File: src/rtl/sync_fifo.sv
// Single-clock FIFO with registered full/empty flags and first-word fall-through read data.
module sync_fifo #(
    parameter int WIDTH = 8,
    parameter int DEPTH = 4
) (
    input  logic             clk,
    input  logic             rst,
    input  logic             push,
    input  logic             pop,
    input  logic [WIDTH-1:0] wdata,
    output logic [WIDTH-1:0] rdata,
    output logic             full,
    output logic             empty
);

    localparam int AW = $clog2(DEPTH);
    localparam logic [AW:0] DEPTH_C = (AW+1)'(DEPTH);

    logic [WIDTH-1:0] mem [DEPTH];
    logic [AW-1:0]    wr_ptr;
    logic [AW-1:0]    rd_ptr;
    logic [AW:0]      count;
    logic             do_push;
    logic             do_pop;

    assign do_push = push && !full;
    assign do_pop  = pop && !empty;
    assign full    = (count == DEPTH_C);
    assign empty   = (count == '0);
    assign rdata   = mem[rd_ptr];

    // Storage is not reset; only pointers and occupancy are.
    always_ff @(posedge clk) begin
        if (do_push)
            mem[wr_ptr] <= wdata;
    end

    always_ff @(posedge clk or posedge rst) begin
        if (rst) begin
            wr_ptr <= '0;
            rd_ptr <= '0;
            count  <= '0;
        end else begin
            if (do_push)
                wr_ptr <= wr_ptr + 1'b1;
            if (do_pop)
                rd_ptr <= rd_ptr + 1'b1;
            case ({do_push, do_pop})
                2'b10:   count <= count + 1'b1;
                2'b01:   count <= count - 1'b1;
                default: count <= count;
            endcase
        end
    end

endmodule

File: config.mk
export PLATFORM = sky130hd
export DESIGN_NAME = sync_fifo
export DESIGN_NICKNAME = d
export VERILOG_FILES = /design/src/rtl/sync_fifo.sv
export SDC_FILE = /design/constraint.sdc
export NUM_CORES = 1
export LEC_CHECK = 0
export BUFFER_PORTS_ARGS = -buffer_cell sky130_fd_sc_hd__buf_2
export CAP_MARGIN = 20
export CORE_ASPECT_RATIO = 1.75
export CORE_MARGIN = 3
export CORE_UTILIZATION = 45
export DETAILED_ROUTE_END_ITERATION = 12
export PLACE_DENSITY = 0.73
export SYNTH_ARGS = -nofsm -noshare
export SYNTH_HDL_FRONTEND = slang
export SYNTH_SLANG_ARGS = --single-unit
export TNS_END_PERCENT = 10
File: constraint.sdc
create_clock -name clk -period 2.8 [get_ports clk]
set_input_delay 0.42 -clock clk [delete_from_list [all_inputs] [get_ports clk]]
set_output_delay 0.42 -clock clk [all_outputs]
set_load 0.01 [all_outputs]
---- After elaboration in Yosys (flattened, before gate mapping) ----
Memories as Yosys holds them, arrays and structs flattened.
Cells that the tools add are included.
word-level totals
  register bits after elaboration ......... 7
  memory bits (writable) .................. 32
  logic and storage cells ................. 20
  memories ................................ 1
operators by class
  $add $sub $neg .......................... 4
  eq/ne operators ......................... 3
  multiplexer cells ....................... 3
  reduce and logical (&&, ||, !) cells .... 6
memory list
  name  words  bits a word  read ports  clocked after memory_dff  write ports  RTL line  text
  mem   4      8            1           0                         1            19        logic [WIDTH-1:0] mem [DEPTH];
operators with widths
  cell                                              number
  case mux 3 bit (2 select lines)                   1
  adder 2 x 1 -> 2 bit, second input constant       2
  adder 3 x 1 -> 3 bit, second input constant       1
  == test 3 bit, second input constant              1
  zero test 3 bit                                   1
  subtractor 3 x 1 -> 3 bit, second input constant  1
  == test 2 x 1 -> 1 bit, second input constant     1
  == test 2 bit, second input constant              1
  logical AND 1 bit                                 2
  zero test 1 bit                                   2
  2-to-1 mux 1 bit                                  2
  nonzero test 2 bit                                1

---- Longest topological paths before layout ----
Gate-level depths: netlist (run 1).
  depth after elaboration ................. 5
  mapped depth ............................ 9

---- Worst setup path before layout (run 1) ----
No wires, ideal clock.
  path type ............................... register to register
  start point ............................. register count[0]
  end point ............................... register count[2]
  arrival ................................. 1.839 ns
  required time ........................... 2.721 ns
  slack ................................... 0.882 ns
  cell stages (with the launch flop) ...... 10
  buffers on the path ..................... 0
  cell sequence ........................... dfrtp_1 > nor3b_4 > nor2b_4 > inv_1 > ha_1 > inv_1 > fa_1 > xor2_1 > nor2_1 > xor2_1
between the ends
  cells in the longest elaborated chain, start to end .. 5
  elaborated cells between the ends (all ways) .. 12
  classes of those cells .................. add/sub (2); eq/ne (3); mux (1); reduce/logical (6)
RTL lines
  what                                                                          RTL line  text
  start: declaration                                                            22        logic [AW:0] count;
  start signal: assignment                                                      49        2'b10: count <= count + 1'b1;
  start signal: assignment                                                      50        2'b01: count <= count - 1'b1;
  start signal: assignment                                                      51        default: count <= count;
  == test 3 bit *                                                               28        assign full = (count == DEPTH_C);
  named net full                                                                12        output logic full,
  zero test 1 bit *                                                             26        assign do_push = push && !full;
  logical AND 1 bit *                                                           26
  == test 2 x 1 -> 1 bit / == test 2 bit (equally long branches)                48        case ({do_push, do_pop})
  case mux 3 bit (2 select lines) / nonzero test 2 bit (equally long branches)  n/a
Mark *: on every way through the listed nets, which the timed path passes. The rest lies on a longest branch.
A chain may end at the register's enable or synchronous reset.

---- Worst setup path in the final report (run 1) ----
  start point ............................. register rd_ptr[0]
  end point ............................... output rdata[4]
between the ends
  cells in the longest elaborated chain, start to end .. 1
RTL lines
  what                      RTL line  text
  start: declaration        21        logic [AW-1:0] rd_ptr;
  start signal: assignment  47        rd_ptr <= rd_ptr + 1'b1;
  memory read (4 x 8 bit)   n/a
  end: declaration          11        output logic [WIDTH-1:0] rdata,
Every way passes these cells.

==> flow_summary.yaml, run 1 <==
route:
  ant_nets: 0
  wirelength_um: 2430
  wl_per_cell_um: 16.0
  num_vias: 759
  viasPerCell: 4.99
  drc: 0
  dr.pass1.iters: 3
  first_iter_violations: 14
flow_run:
  drv_cap: 0
place:
  dp_worst_setup_slack_ns: 0.832
  post-place-cells: 144
  dp_hpwl_um: 1770
  io_buffer_count: 21
  gp_congestion: 0.670
power_and_ir_drop:
  seqPwrFrac_pct: 45.2
  leakagePower_uw: 0.000725
  clock_power_share_pct: 26.9
  p_per_area_mw_per_mm2: 1080
  netSwitchingPower_uw: 591
  ir_drop_uv: 688
  internal-power_uw: 1450
  swShare_pct: 28.9
  combPwrFrac_pct: 28.0
clock_tree:
  clk_root_buffer_cell: "clkbuf_8"
  cts_resized: 0
  postCtsHoldBufs: 0
  tritoncts: "built"
  cts.reportedPaths.clkPinSlew_ns: 0.08
  cts_max_level: 2
  post-cts-setup-buffers: 0
  clock_path_buffers: 2
  numCtsBuffers: 5
  clkLatencyLatePin_ns: 0.29
  clock_sinks: 39
synth:
  synthArstFlopShare_pct: 17.9
  syn-cell-area_sq_mm: 0.00160
  synth_area_leaders: "edfxtp_1 (60%), mux4_2 (11%), dfrtp_1 (11%)"
  yosysUniqueCellTypes: 19
  syn_nets: 98
  yosys.area.top_type: "edfxtp_1"
  yosysSeqAreaShare_pct: 71.2
  yosysTopAreaCellShare_pct: 60.2
  ys_top_cells_by_count: "edfxtp_1 (32), mux4_2 (8), dfrtp_1 (7), inv_1 (7), ha_1 (5)"
  yosysWarnings: 0
  yosysMostFrequentCell: "edfxtp_1"
  synth_edf_count: 32
  ys_ff_latch: 39
  synth_top_flop_cell: "edfxtp_1"
  syn_avg_cell_area_sq_um: 20.0
  syn_inst: 80
setup_path:
  cp-start-kind: "register"
  crit_type: "reg -> out"
  startpoint: "rd_ptr[0]"
  r2r_start: "count[0]"
  worstPathArrival_ns: 1.73
  cp.required_ns: 2.38
  end_kind: "primary output"
  path_max_fanout: 10
sta:
  hold_viol: 0
  min_period_ns: 2.15
  relSlewSlack_pct: 61.2
  fin_ws_ns: 0.649
  setup_viol: 0
  worst_slew_pin_slew_ns: 0.583
  drv_slew: 0
  tns_ns: 0
  fin_skew_ns: 0.00601
  fin_crit_sh_pct: 76.8
  rsz0062_at_grt: "no"
  clock.fmax_ghz: 0.465
finish:
  diodes: 0
  nFillCells: 283
  area_growth_pct: 18.1
  drive_above_1_share_pct: 42.1
  fin_cells: 152
  nets: 124
floorplan:
  placementRows: 28
  ios: 22
  dieArea_sq_mm: 0.00433
  die_w_um: 51.0
  core_area_sq_mm: 0.00340
  die_h_um: 84.8
  start_util_pct: 47.0
global_route:
  grt-ovfl-total: 0
  track_usage_pct: 13.8
  grt_pass1_vias: 823
  grt_max_degree: 14
  grt_pass1_wl_um: 4240
  antenna_found_initial: 0
min_path:
  min_path_type: "in -> async"
outcome:
  status: "finished clean"
-- sequential cells by signal, summed over array words and instances (netlist names) --
register and count:
mem 32, count 3, rd_ptr 2, wr_ptr 2
-- per-layer routing --
layer / part of all wire, % / vias to the layer above / track usage (%)
met5: 0 / - / 0
met4: 2.9 / 0 / 8.09
met3: 3.4 / 6 / 3.37
met2: 54 / 17 / 23.1
met1: 39 / 388 / 15.3
li1: - / 348 / -
-- stage by stage --
stage / total power [uW] / hold slack (ns) / area (sq um) / util, %
5_1_grt: 2170 / 0.0660 / 1890 / 55.5
3_5_place_dp: 1530 / 0.369 / 1750 / 51.5
4_1_cts: 2080 / 0.0465 / 1890 / 55.5
6_report: 2050 / 0.0445 / 1890 / 55.5
3_3_place_gp: 1490 / 0.353 / 1750 / 51.5
2_1_floorplan: 1330 / 0.223 / 1600 / -
-- power groups by stage --
| stage | Clock, uW | Combinational, uW | Sequential (uW) |
|---|---|---|---|
| final | 549 | 572 | 924 |
| after global routing | 579 | 638 | 953 |
| after CTS | 561 | 587 | 931 |
| after detailed placement | 0 | 587 | 943 |
| after global placement | 0 | 561 | 926 |
| after floorplan | 0 | 482 | 851 |
-- cell type report --
cell class | count | area, sq um | share of cell area, %
clock buffers | 5 | 68.8 | 3.65
clock inverters | 3 | 67.6 | 3.58
inverters | 7 | 26.3 | 1.39
multi-input cells | 32 | 425 | 22.6
flip-flops and latches | 39 | 1140 | 60.3
well taps | 45 | 56.3 | 2.99
repair buffers | 21 | 105 | 5.57
-- worst max-delay path, stage by stage, from the launching register on --
cell	delay, ns
dfrtp_1	0.72
mux4_2	0.58
buf_2	0.15
-- cells in the final DEF (no fill, tap or decap), types with 2 or more instances in the layout --
cell	synthesis	layout
and2_2	4	4
buf_2	1	21
bufinv_16	0	2
clkbuf_8	0	5
dfrtp_1	7	7
edfxtp_1	32	32
ha_1	5	5
inv_1	7	7
mux4_2	8	8
xnor2_1	3	3
xor2_1	3	3
-- worst paths after layout --
kind / to / slack, ns / cells past startpoint
min reg2reg: count[2] / 0.53 / 1
max: rdata[4] / 0.65 / 2
max in group asynchronous: count[2] / 2.54 / 2
min in group clk: mem[3][7] / 0.35 / 1
max reg2reg: count[2] / 0.82 / 9
min: count[1] / 0.04 / 2
-- kinds of logic (layout without fill, tap and decap cells) --
kind of cell / count (synthesis) / after routing / share of synthesized area [%]
flops: 39 / 39 / 71.2
compound gates: 1 / 1 / 0.627
simple gates: 9 / 9 / 4.70
mux: 10 / 10 / 12.9
xor+xnor: 6 / 6 / 3.29
fa+ha+maj: 6 / 6 / 5.17
buf+inv: 9 / 36 / 2.19
Power figures use the tool's default switching activity.
==> run 2: changes to the inputs <==
--- a/config.mk
+++ b/config.mk
@@ -11,7 +11,7 @@
 export CORE_MARGIN = 3
 export CORE_UTILIZATION = 45
 export DETAILED_ROUTE_END_ITERATION = 12
-export PLACE_DENSITY = 0.73
+export PLACE_DENSITY = 0.75
 export SYNTH_ARGS = -nofsm -noshare
 export SYNTH_HDL_FRONTEND = slang
 export SYNTH_SLANG_ARGS = --single-unit
==> constraint.sdc (replaced) <==
create_clock -name clk -period 1.8 [get_ports clk]
set_input_delay 0.27 -clock clk [delete_from_list [all_inputs] [get_ports clk]]
set_output_delay 0.27 -clock clk [all_outputs]
set_load 0.01 [all_outputs]
==> run 2 against run 1 <==
  * The run now ends with negative setup slack left
  * Clock power fell by 0.7%
  * Wire length is 3.4% higher
  * Register-to-register slack lost 0.86 ns
  * Count of clock-buffer cells in the layout is 2 higher
  * Worst setup slack worse by 0.69 ns
  * Final cell count grew 7.9%
  * Design area grew 4.5%
  * Sequential cell count unchanged
  * Largest cell class unchanged
==> flow_summary.yaml, run 2 (same netlist as run 1, synthesis figures left out) <==
sta:
  clock.fmax_ghz: 0.543
  whs_ns: 0.197
  worst_slew_pin_slew_ns: 0.402
  fin_crit_sh_pct: 102
  setup_viol: 2
  tns_ns: -0.0434
  fin_skew_ns: 0.00295
  hold_viol: 0
  min_period_ns: 1.84
  rsz0062_at_grt: "yes"
  fin_ws_ns: -0.0431
  relSlewSlack_pct: 73.2
  drv_slew: 0
finish:
  nFillCells: 279
  top_regs: "mem x32, count x3"
  diodes: 0
  largest_reg_flops: 32
  drive_above_1_share_pct: 49.6
  layout_common_cells: "edfxtp_1 (32), buf_2 (18), buf_4 (10)"
  fin_cells: 164
  area_growth_pct: 23.4
  nets: 136
  top_register: "mem"
  multi_input_area_sq_um: 440
  ff_latch_area_sq_mm: 0.00114
  final_common_cell: "edfxtp_1"
floorplan:
  die_h_um: 84.8
  core_area_sq_mm: 0.00340
  start_util_pct: 47.0
  die_w_um: 51.0
  dieArea_sq_mm: 0.00433
  placementRows: 28
  ios: 22
setup_path:
  worstPathArrival_ns: 2.05
  r2r_cells: 8
  cp.required_ns: 2.01
  path_max_fanout: 3
  path_common_cell: "buf_4"
  reg2reg_to: "count[2]"
  r2r_start: "count[2]"
  crit_type: "reg -> reg"
  cpMaxStageDelayCell: "dfrtp_1"
  slowest_delay_ns: 0.40
  cp-start-kind: "register"
  rrSetupSlack_ns: -0.04
  end_kind: "register"
  crit_buf_inv: 3
  crit_path_cell_trace: "buf_4, o31a_2, ha_4, buf_4, buf_4, xor2_1, nor2_1, xor2_1"
  critical-path-top-delay-family: "flip-flops"
clock_tree:
  clock_path_buffers: 2
  cts.reportedPaths.clkPinSlew_ns: 0.07
  tritoncts: "built"
  cts_max_level: 2
  numCtsBuffers: 5
  clkLatencyLatePin_ns: 0.28
  clk_root_buffer_cell: "clkbuf_8"
  clock_sinks: 39
route:
  viasPerCell: 4.88
  wirelength_um: 2510
  dr.pass1.iters: 4
  num_vias: 800
  ant_nets: 0
  drc: 0
  first_iter_violations: 16
  wl_per_cell_um: 15.3
power_and_ir_drop:
  p_per_area_mw_per_mm2: 1600
  power_uw: 3160
  leakagePower_uw: 0.000771
  ir_drop_uv: 987
global_route:
  grt-ovfl-total: 0
  grt_pass1_wl_um: 4150
  antenna_found_initial: 0
  grt_max_degree: 12
  grt_pass1_vias: 869
  track_usage_pct: 13.6
outcome:
  failed_checks: "negative setup slack"
  status: "complete, but fails checks"
place:
  post-place-cells: 147
  io_buffer_count: 21
  gp_congestion: 0.756
  dp_worst_setup_slack_ns: -0.0901
  dp_hpwl_um: 1740
min_path:
  hold_path_depth: 1
  hp-start: "wdata[6]"
  whs_endpoint: "mem[3][6]"
  min_path_type: "in -> reg"
flow_run:
  drv_cap: 0
## run 2: stage by stage
step / util (%) / cell area (sq um)
final: 58.0 / 1970
after global routing: 58.0 / 1970
after CTS: 56.8 / 1930
after detailed placement: 52.7 / 1790
after global placement: 52.7 / 1790
after floorplan: - / 1600
## run 2: power by group
| part | switching (uW) | internal [uW] | total [uW] | leakage [uW] |
|---|---|---|---|---|
| logic | 542 | 700 | 1240 | 0.000355 |
| registers | 145 | 1230 | 1370 | 0.000374 |
| clock network | 273 | 271 | 545 | 0.0000422 |
| total | 961 | 2200 | 3160 | 0.000771 |
## run 2: worst register-to-register path, delay by kind of cell, from the launching register on
family	cells	cell delay, ns
DFF	1	0.40
AOI/OAI and AO/OA	1	0.34
xor gates and xnor gates	2	0.32
buffers and inverters	3	0.40
adders and majority gates	1	0.18
and+or+nand+nor	1	0.13
## run 2: metal layers
| layer | part of all wire (%) | track usage (%) |
|---|---|---|
| met1 | 34 | 12.8 |
| met2 | 60 | 25.1 |
| met3 | 3.7 | 2.84 |
| met4 | 2.2 | 8.58 |
| met5 | 0 | 0 |
## run 2: final cells by class
type	instances	area share, %
flip-flops and latches	39	57.7
inverters	7	1.33
well taps	45	2.86
multi-input cells	32	22.3
repair buffers	33	11.6
clock inverters	1	0.254
clock buffers	7	3.87
## run 2: timing repair
| action | 4_1_cts | 5_1_grt |
|---|---|---|
| setup buffers | 5 | 3 |
| pin swaps | 3 | 3 |
| gates cloned | 0 | 0 |
| resized for setup | 3 | 4 |
| hold buffers | 1 | 0 |
| hold endpoints to repair | 7 | 0 |
| endpoints found under the setup margin | 9 | 10 |
## run 2: worst max-delay path by stage
stage / start / to / slack [ns] / cells after the start
2_1_floorplan: count[0] / count[2] / -0.06 / 9
3_3_place_gp: count[1] / count[2] / 0.02 / 9
3_5_place_dp: count[1] / count[2] / -0.09 / 9
4_1_cts: count[0] / count[2] / -0.06 / 9
5_1_grt: count[1] / count[2] / -0.18 / 9
6_report: count[2] / count[2] / -0.04 / 8
